==> src/rtl/router_pkt_src.sv <==
// Store-and-forward packet framer feeding the 1x3 router input port.
// A command and its whole payload are buffered first. The header, payload and
// parity bytes are then sent with no gaps, holding whenever the router is busy.
module router_pkt_src #(
  parameter int unsigned GAP_CYCLES = 2,
  parameter int unsigned ERR_CNT_W  = 8
) (
  input  logic                 clock,
  input  logic                 reset,
  input  logic                 cmd_valid,
  output logic                 cmd_ready,
  input  logic [1:0]           cmd_addr,
  input  logic [5:0]           cmd_len,
  output logic                 bad_cmd,
  input  logic                 pay_valid,
  output logic                 pay_ready,
  input  logic [7:0]           pay_data,
  output logic [7:0]           tx_data,
  output logic                 tx_pkt_valid,
  input  logic                 busy,
  input  logic                 error,
  output logic [ERR_CNT_W-1:0] err_count,
  output logic                 pkt_done
);

  localparam int unsigned DEPTH = 64;
  localparam int unsigned PTR_W = 6;
  localparam int unsigned GAP_W = $clog2(GAP_CYCLES + 1);

  typedef enum logic [2:0] {
    IDLE, FILL, HEADER, PAYLOAD, PARITY, GAP
  } state_t;

  state_t               state_q, state_d;
  logic [1:0]           addr_q, addr_d;
  logic [5:0]           len_q, len_d;
  logic [PTR_W-1:0]     wptr_q, wptr_d;
  logic [PTR_W-1:0]     rptr_q, rptr_d;
  logic [7:0]           parity_q, parity_d;
  logic [GAP_W-1:0]     gap_cnt_q, gap_cnt_d;
  logic                 cmd_ready_q, cmd_ready_d;
  logic                 pay_ready_q, pay_ready_d;
  logic                 bad_cmd_q, bad_cmd_d;
  logic [7:0]           tx_data_q, tx_data_d;
  logic                 tx_pkt_valid_q, tx_pkt_valid_d;
  logic                 pkt_done_q, pkt_done_d;
  logic                 error_q, error_d;
  logic [ERR_CNT_W-1:0] err_count_q, err_count_d;

  logic [7:0]           mem_q [DEPTH];
  logic                 mem_we;
  logic [PTR_W-1:0]     mem_waddr;
  logic [7:0]           mem_wdata;

  assign cmd_ready    = cmd_ready_q;
  assign pay_ready    = pay_ready_q;
  assign bad_cmd      = bad_cmd_q;
  assign tx_data      = tx_data_q;
  assign tx_pkt_valid = tx_pkt_valid_q;
  assign pkt_done     = pkt_done_q;
  assign err_count    = err_count_q;

  // Framer next-state and registered-output logic.
  always_comb begin
    state_d        = state_q;
    addr_d         = addr_q;
    len_d          = len_q;
    wptr_d         = wptr_q;
    rptr_d         = rptr_q;
    parity_d       = parity_q;
    gap_cnt_d      = gap_cnt_q;
    cmd_ready_d    = cmd_ready_q;
    pay_ready_d    = pay_ready_q;
    bad_cmd_d      = 1'b0;
    tx_data_d      = tx_data_q;
    tx_pkt_valid_d = tx_pkt_valid_q;
    pkt_done_d     = 1'b0;
    mem_we         = 1'b0;
    mem_waddr      = wptr_q;
    mem_wdata      = pay_data;

    case (state_q)
      IDLE: begin
        if (cmd_valid && cmd_ready_q) begin
          if (cmd_addr == 2'd3 || cmd_len == 6'd0) begin
            bad_cmd_d = 1'b1;
          end else begin
            addr_d      = cmd_addr;
            len_d       = cmd_len;
            parity_d    = {cmd_len, cmd_addr};
            wptr_d      = '0;
            cmd_ready_d = 1'b0;
            pay_ready_d = 1'b1;
            state_d     = FILL;
          end
        end
      end
      FILL: begin
        if (pay_valid && pay_ready_q) begin
          mem_we   = 1'b1;
          parity_d = parity_q ^ pay_data;
          wptr_d   = wptr_q + PTR_W'(1);
          if (wptr_q == PTR_W'(len_q - 6'd1)) begin
            pay_ready_d    = 1'b0;
            tx_data_d      = {len_q, addr_q};
            tx_pkt_valid_d = 1'b1;
            state_d        = HEADER;
          end
        end
      end
      HEADER: begin
        if (!busy) begin
          tx_data_d = mem_q[PTR_W'(0)];
          rptr_d    = PTR_W'(1);
          state_d   = PAYLOAD;
        end
      end
      PAYLOAD: begin
        // rptr_q is the index of the byte after the one now on tx_data.
        if (!busy) begin
          if (rptr_q == PTR_W'(len_q)) begin
            tx_data_d      = parity_q;
            tx_pkt_valid_d = 1'b0;
            state_d        = PARITY;
          end else begin
            tx_data_d = mem_q[rptr_q];
            rptr_d    = rptr_q + PTR_W'(1);
          end
        end
      end
      PARITY: begin
        if (!busy) begin
          pkt_done_d = 1'b1;
          tx_data_d  = 8'd0;
          gap_cnt_d  = '0;
          state_d    = GAP;
        end
      end
      GAP: begin
        if (gap_cnt_q == GAP_W'(GAP_CYCLES - 1)) begin
          cmd_ready_d = 1'b1;
          state_d     = IDLE;
        end else begin
          gap_cnt_d = gap_cnt_q + GAP_W'(1);
        end
      end
      default: begin
        state_d = IDLE;
      end
    endcase
  end

  // Saturating count of router error rising edges.
  always_comb begin
    error_d     = error;
    err_count_d = err_count_q;
    if (error && !error_q && (err_count_q != {ERR_CNT_W{1'b1}})) begin
      err_count_d = err_count_q + ERR_CNT_W'(1);
    end
  end

  // State and output registers with synchronous reset.
  always_ff @(posedge clock) begin
    if (reset) begin
      state_q        <= IDLE;
      addr_q         <= '0;
      len_q          <= '0;
      wptr_q         <= '0;
      rptr_q         <= '0;
      parity_q       <= '0;
      gap_cnt_q      <= '0;
      cmd_ready_q    <= 1'b1;
      pay_ready_q    <= 1'b0;
      bad_cmd_q      <= 1'b0;
      tx_data_q      <= '0;
      tx_pkt_valid_q <= 1'b0;
      pkt_done_q     <= 1'b0;
      error_q        <= 1'b0;
      err_count_q    <= '0;
    end else begin
      state_q        <= state_d;
      addr_q         <= addr_d;
      len_q          <= len_d;
      wptr_q         <= wptr_d;
      rptr_q         <= rptr_d;
      parity_q       <= parity_d;
      gap_cnt_q      <= gap_cnt_d;
      cmd_ready_q    <= cmd_ready_d;
      pay_ready_q    <= pay_ready_d;
      bad_cmd_q      <= bad_cmd_d;
      tx_data_q      <= tx_data_d;
      tx_pkt_valid_q <= tx_pkt_valid_d;
      pkt_done_q     <= pkt_done_d;
      error_q        <= error_d;
      err_count_q    <= err_count_d;
    end
  end

  // Payload buffer; contents are don't-care until rewritten by the next fill.
  always_ff @(posedge clock) begin
    if (mem_we) begin
      mem_q[mem_waddr] <= mem_wdata;
    end
  end

endmodule
==> config.mk <==
export PLATFORM = sky130hd
export DESIGN_NAME = router_pkt_src
export DESIGN_NICKNAME = d
export VERILOG_FILES = /design/src/rtl/router_pkt_src.sv
export SDC_FILE = /design/constraint.sdc
export NUM_CORES = 1
export LEC_CHECK = 0
export BUFFER_PORTS_ARGS = -buffer_cell sky130_fd_sc_hd__buf_2
export CORE_MARGIN = 2
export CORE_UTILIZATION = 40
export DETAILED_ROUTE_END_ITERATION = 8
export SLEW_MARGIN = 20
export SYNTH_ARGS = -nofsm -noshare
export SYNTH_HDL_FRONTEND = slang
export SYNTH_SLANG_ARGS = --single-unit
==> constraint.sdc <==
create_clock -name clock -period 4.09 [get_ports clock]
set_input_delay 0.6135 -clock clock [delete_from_list [all_inputs] [get_ports clock]]
set_output_delay 0.6135 -clock clock [all_outputs]
set_load 0.005 [all_outputs]
# [Yosys cells after proc, flatten, opt, wreduce, memory -nomap -nowiden]
# Memory sizes are Yosys's and may differ from the RTL's. A register that Yosys moved wholly into a read port is not among the register bits.
# Cells that the tools add are included.
[totals] reg_bits=55 ramBits=512 input_bits=22 wordCells=126 memories=1
[op_classes] add_sub_neg=5 eq_ne=21 muxes=54 bitwise=5 reduce_logical=25
[memory_table] name="mem_q" depth=64 width=8 rd=2 rd_clocked_by_memory_dff=1 write_ports=1 line_no="50" text="logic [7:0] mem_q [DEPTH];"
[op_table] op="$mux W8" n=9
[op_table] op="$mux W6" n=8
[op_table] op="$pmux W8 S4" n=1
[op_table] op="$mux W3" n=9
[op_table] op="$pmux W6 S2" n=2
[op_table] op="$ne A2 B2 Y1 const B" n=11
[op_table] op="$pmux W3 S6" n=1
[op_table] op="$mux W1" n=17
[op_table] op="$pmux W8 S2" n=1
[op_table] op="$add A6 B1 Y6 const B" n=2
[op_table] op="$eq A6 B6 Y1" n=2
[op_table] op="$reduce_and A4 Y1" n=3
[op_table] op="$reduce_and A5 Y1" n=2
[op_table] op="$reduce_bool A2 Y1" n=5
[op_table] op="$reduce_and A9 Y1" n=1
[op_table] op="$add A8 B1 Y8 const B" n=1
[op_table] op="$ne A8 B8 Y1 const B" n=1
[op_table] op="$xor A8 B8 Y8" n=1
[op_table] op="$eq A3 B2 Y1 const B" n=2
[op_table] op="$eq A3 B3 Y1 const B" n=2
[op_table] op="$logic_not A6 Y1" n=1
[op_table] op="$pmux W1 S2" n=3
[op_table] op="$reduce_and A3 Y1" n=2
[op_table] op="$reduce_and A6 Y1" n=1
[op_table] op="other kinds (15)" n=22

# [Longest topological paths before layout]
[logic_depth] depth_word=6 mapped_depth=11 ltp_nobuf=8

# [Worst setup path before layout]
# OpenSTA, ideal clock, no wires.
[synth_path] kind="flip-flop to flip-flop" from="register state_q[0]" to="memory mem_q[47][0], enable pin" arrival_time_ns=2.050 required_ns=3.720 path_slack_ns=1.669 path_stages_with_launch=7 path_buffers=2 cell_sequence="dfxtp_1 > nor3b_1 > and3_1 > clkbuf_1 > clkbuf_1 > nand4_1 > nor2_1"
[synth_via] elab_chain_cells=4
[synth_lines] element="start: declaration" line_no="34" text="state_t state_q, state_d;"
[synth_lines] element="start signal: assignment" line_no="181" text="state_q <= state_d;"
[synth_lines] element="$eq A3 B1 Y1" line_no="82" text="case (state_q)"
[synth_lines] element="$mux W1" line_no="82"
[synth_lines] element="$mux W1" line_no="201" text="if (mem_we) begin"
[synth_lines] element="$mux W1 (implied by the code)" line_no="202" text="mem_q[mem_waddr] <= mem_wdata;"
[synth_lines] element="end: declaration" line_no="50"
# No other way between the ends.

# [Worst setup path after layout]
[layout_path] from="register state_q[0]" to="memory mem_q[42][5], enable pin"
# Same word-level chain as after synthesis.

==> run_results.csv <==
group,metric,value,unit
run_status,status,"finished clean",
timing,tightest_slew,1.110,ns
finish,final_common_cell,"edfxtp_1",
floorplan,die_w,244.2,um
placed_design,dp_hpwl,36700,um
clock_tree,htreeDepth,2,
routing,wl_per_cell,25.38,um
global_route,grt_overflow_total,0,
yosys,synth_flop_cell,"edfxtp_1",
power_and_ir_drop,p_leak,8.061,nW
critical_path,end_kind,"flop",
critical_path,r2r-start,"state_q[0]$_SDFFE_PP0P_",
timing,rsz0062_at_grt,"no",
routing,dr.pass1.iters,6,
finish,final_nets,1485,
clock_tree,tritoncts,"yes",
power_and_ir_drop,vdd_drop_max,315.2,uV
yosys,yosysUniqueCellTypes,57,
global_route,grt_pass1_vias,12830,
min_path,hold_path_class,"input pin to flop",
placed_design,gp_congestion,0.8596,
min_path,whs_path_depth,2,
global_route,grt_start_max_net_pins,58,
clock_tree,clk_latency,0.62,ns
clock_tree,cts.repair.resized,0,
timing,setup_tns,0,ns
global_route,grt_pass1_wl,85380,um
finish,final_cell_mix,"edfxtp_1, mux2i_1, nor2_1, a22oi_1, mux4_2",
timing,fmax,329.8,MHz
yosys,seq_area_frac_synth,71.91,%
clock_tree,cts_buffers,57,
timing,hold_viol,0,
routing,drt_iter0_drc,1247,
floorplan,num_rows,88,
floorplan,coreArea,57370,sq um
timing,slew_headroom,25.85,%
critical_path,cp_max_fo,8,
floorplan,pin_count,43,
yosys,async_reset_ff_share,0,%
placed_design,placed_cell_area,24360,sq um
yosys,synth-edff-count,512,
clock_tree,cts_root_buf,"clkbuf_16",
critical_path,cp-startpoint,"state_q[0]$_SDFFE_PP0P_",
routing,vias,12980,
yosys,syn_inst,1382,
timing,maxSlewViolCount,0,
min_path,hold_path.startpoint,"error",
critical_path,cp_data_required_time,4.32,ns
clock_tree,post_cts_buffers,0,
routing,wl,57550,um
critical_path,worstSetupStartpointType,"flop",
critical_path,r2r_cells,5,
flow_run,max-cap-violations,0,
timing,finalSetupViolations,0,
finish,area_growth,13.09,%
power_and_ir_drop,power_density,444.3,nW/um^2
routing,viasPerCell,5.721,
timing,finalCritPeriodShare,74.13,%
clock_tree,clkSinkCount,573,
yosys,ys_warn_count,0,
yosys,syn_nets,1409,
routing,drcViolationCount,0,
timing,skew,0.02131,ns
clock_tree,clock_path_buffers,3,
critical_path,arrival,3.26,ns
finish,n_antenna_cell,0,
finish,drive_gt1_share,17.50,%
global_route,grtUsageTotal,19.31,%
global_route,antenna_found_initial,1,
yosys,synth_area_per_cell,16.70,sq um
finish,final_area,26100,sq um
yosys,synth-seq-cells,573,
floorplan,die_y,244.2,um
critical_path,crit_type,"flop to flop",
yosys,synth_area,23080,sq um
power_and_ir_drop,total_power,11.60,mW
timing,min_period,3.032,ns
routing,antenna_left,0,
floorplan,fp.dieArea,59640,sq um
clock_tree,clk_pin_slew,0.06,ns
placed_design,io_buffers,42,
floorplan,start_util,40.23,%
clock_tree,cts_hold_buf,0,
[through the flow]
step | hold slack (ns) | util (%) | worst slack (ns) | instances
floorplan | 0.4558 | - | 1.669 | 1382
global placement | 0.4672 | 42.46 | 1.153 | 2164
detailed placement | 0.4705 | 42.46 | 1.058 | 2164
CTS | 0.2283 | 45.49 | 1.084 | 2268
global route | 0.2603 | 45.50 | 0.9343 | 2268
finish | 0.2543 | 45.50 | 1.058 | 2268
[flip-flops by register name (all words and copies together) (netlist names), named ones only]
| register | flops |
|---|---|
| parity_q | 8 |
| len_q | 6 |
| pkt_done | 1 |
| mem_waddr | 6 |
| addr_q | 2 |
| bad_cmd | 1 |
| tx_pkt_valid | 1 |
| err_count | 8 |
| gap_cnt_q | 2 |
| pay_ready | 1 |
| error_q | 1 |
| rptr_q | 6 |
| mem_q | 512 |
| state_q | 3 |
| tx_data | 8 |
| cmd_ready | 1 |
[path summary, 6_finish.rpt]
path	to	slack [ns]
setup / recovery	mem_q[42][5]$_DFFE_PP_	1.06
hold reg to reg	cmd_ready$_SDFFE_PP1P_	0.48
setup reg to reg	mem_q[42][5]$_DFFE_PP_	1.06
hold / removal	error_q$_SDFF_PP0_	0.25
[cells in the mapped netlist (2+ instances only)]
cell,n,area share (%)
edfxtp_1,512,67
mux2i_1,137,5.9
nor2_1,122,2.0
a22oi_1,66,2.1
mux4_2,64,6.2
dfxtp_1,61,5.3
a21oi_1,50,1.1
clkbuf_1,47,0.76
a22o_1,40,1.5
nand2_1,22,0.36
o21ai_0,20,0.43
a21o_1,17,0.55
xnor2_1,16,0.61
nand4_1,15,0.41
a211oi_1,13,0.42
buf_2,13,0.28
buf_4,13,0.42
nand3_1,13,0.28
nor3b_1,11,0.36
xor2_1,11,0.42
a2bb2oi_1,10,0.38
inv_1,10,0.16
nor2b_1,10,0.27
nor4_1,9,0.24
o2bb2ai_1,8,0.30
buf_1,6,0.098
nand2b_1,6,0.16
nor3_1,6,0.13
ha_1,5,0.27
o22ai_1,5,0.14
and3_1,3,0.081
buf_6,3,0.15
nand3b_1,3,0.098
o2111ai_1,3,0.11
or3_1,3,0.081
a2111oi_0,2,0.076
a41oi_1,2,0.076
and2_1,2,0.054
nor3b_2,2,0.11
o21a_1,2,0.065
or2_2,2,0.054
or3b_2,2,0.076
[cells by family after synthesis]
family                     synth area share [%]
adders and majority gates                0.2711
buffers and inverters                     1.876
DFF                                       71.91
AOI/OAI and AO/OA                         7.714
and+or+nand+nor                           4.971
muxes                                     12.24
xor gates and xnor gates                  1.025
[metal layers]
metal  up-vias  wire length, um  global-route usage (%)
met2       508            26440                   29.74
li1       5669                -                       -
met3        95             3817                   3.205
met5         -               10                       0
met4         2             1519                   6.385
met1      6701            25760                   27.97
[cell type report]
cell class,count,area (sq um)
fillers,4922,31260
flip-flops and latches,573,16600
multi-input cells,717,6066
clock buffers,63,1470
well taps,765,957.2
repair buffers,99,700.7
clock inverters,41,269.0
inverters,10,37.54
[power breakdown]
| part | internal [mW] | total [mW] | switching, mW |
|---|---|---|---|
| Clock | 2.71 | 4.91 | 2.20 |
| Sequential | 6.38 | 6.41 | 0.0245 |
| Combinational | 0.0763 | 0.278 | 0.202 |
[critical path, stage by stage, from the launching register on]
cell and delay, ns:
dfxtp_1 0.42, nor3b_1 0.37, nand3_1 0.20, nor2_1 0.26, nand2_1 0.52, nor2_1 0.87
Note: power is estimated with default switching activity, not from simulation.
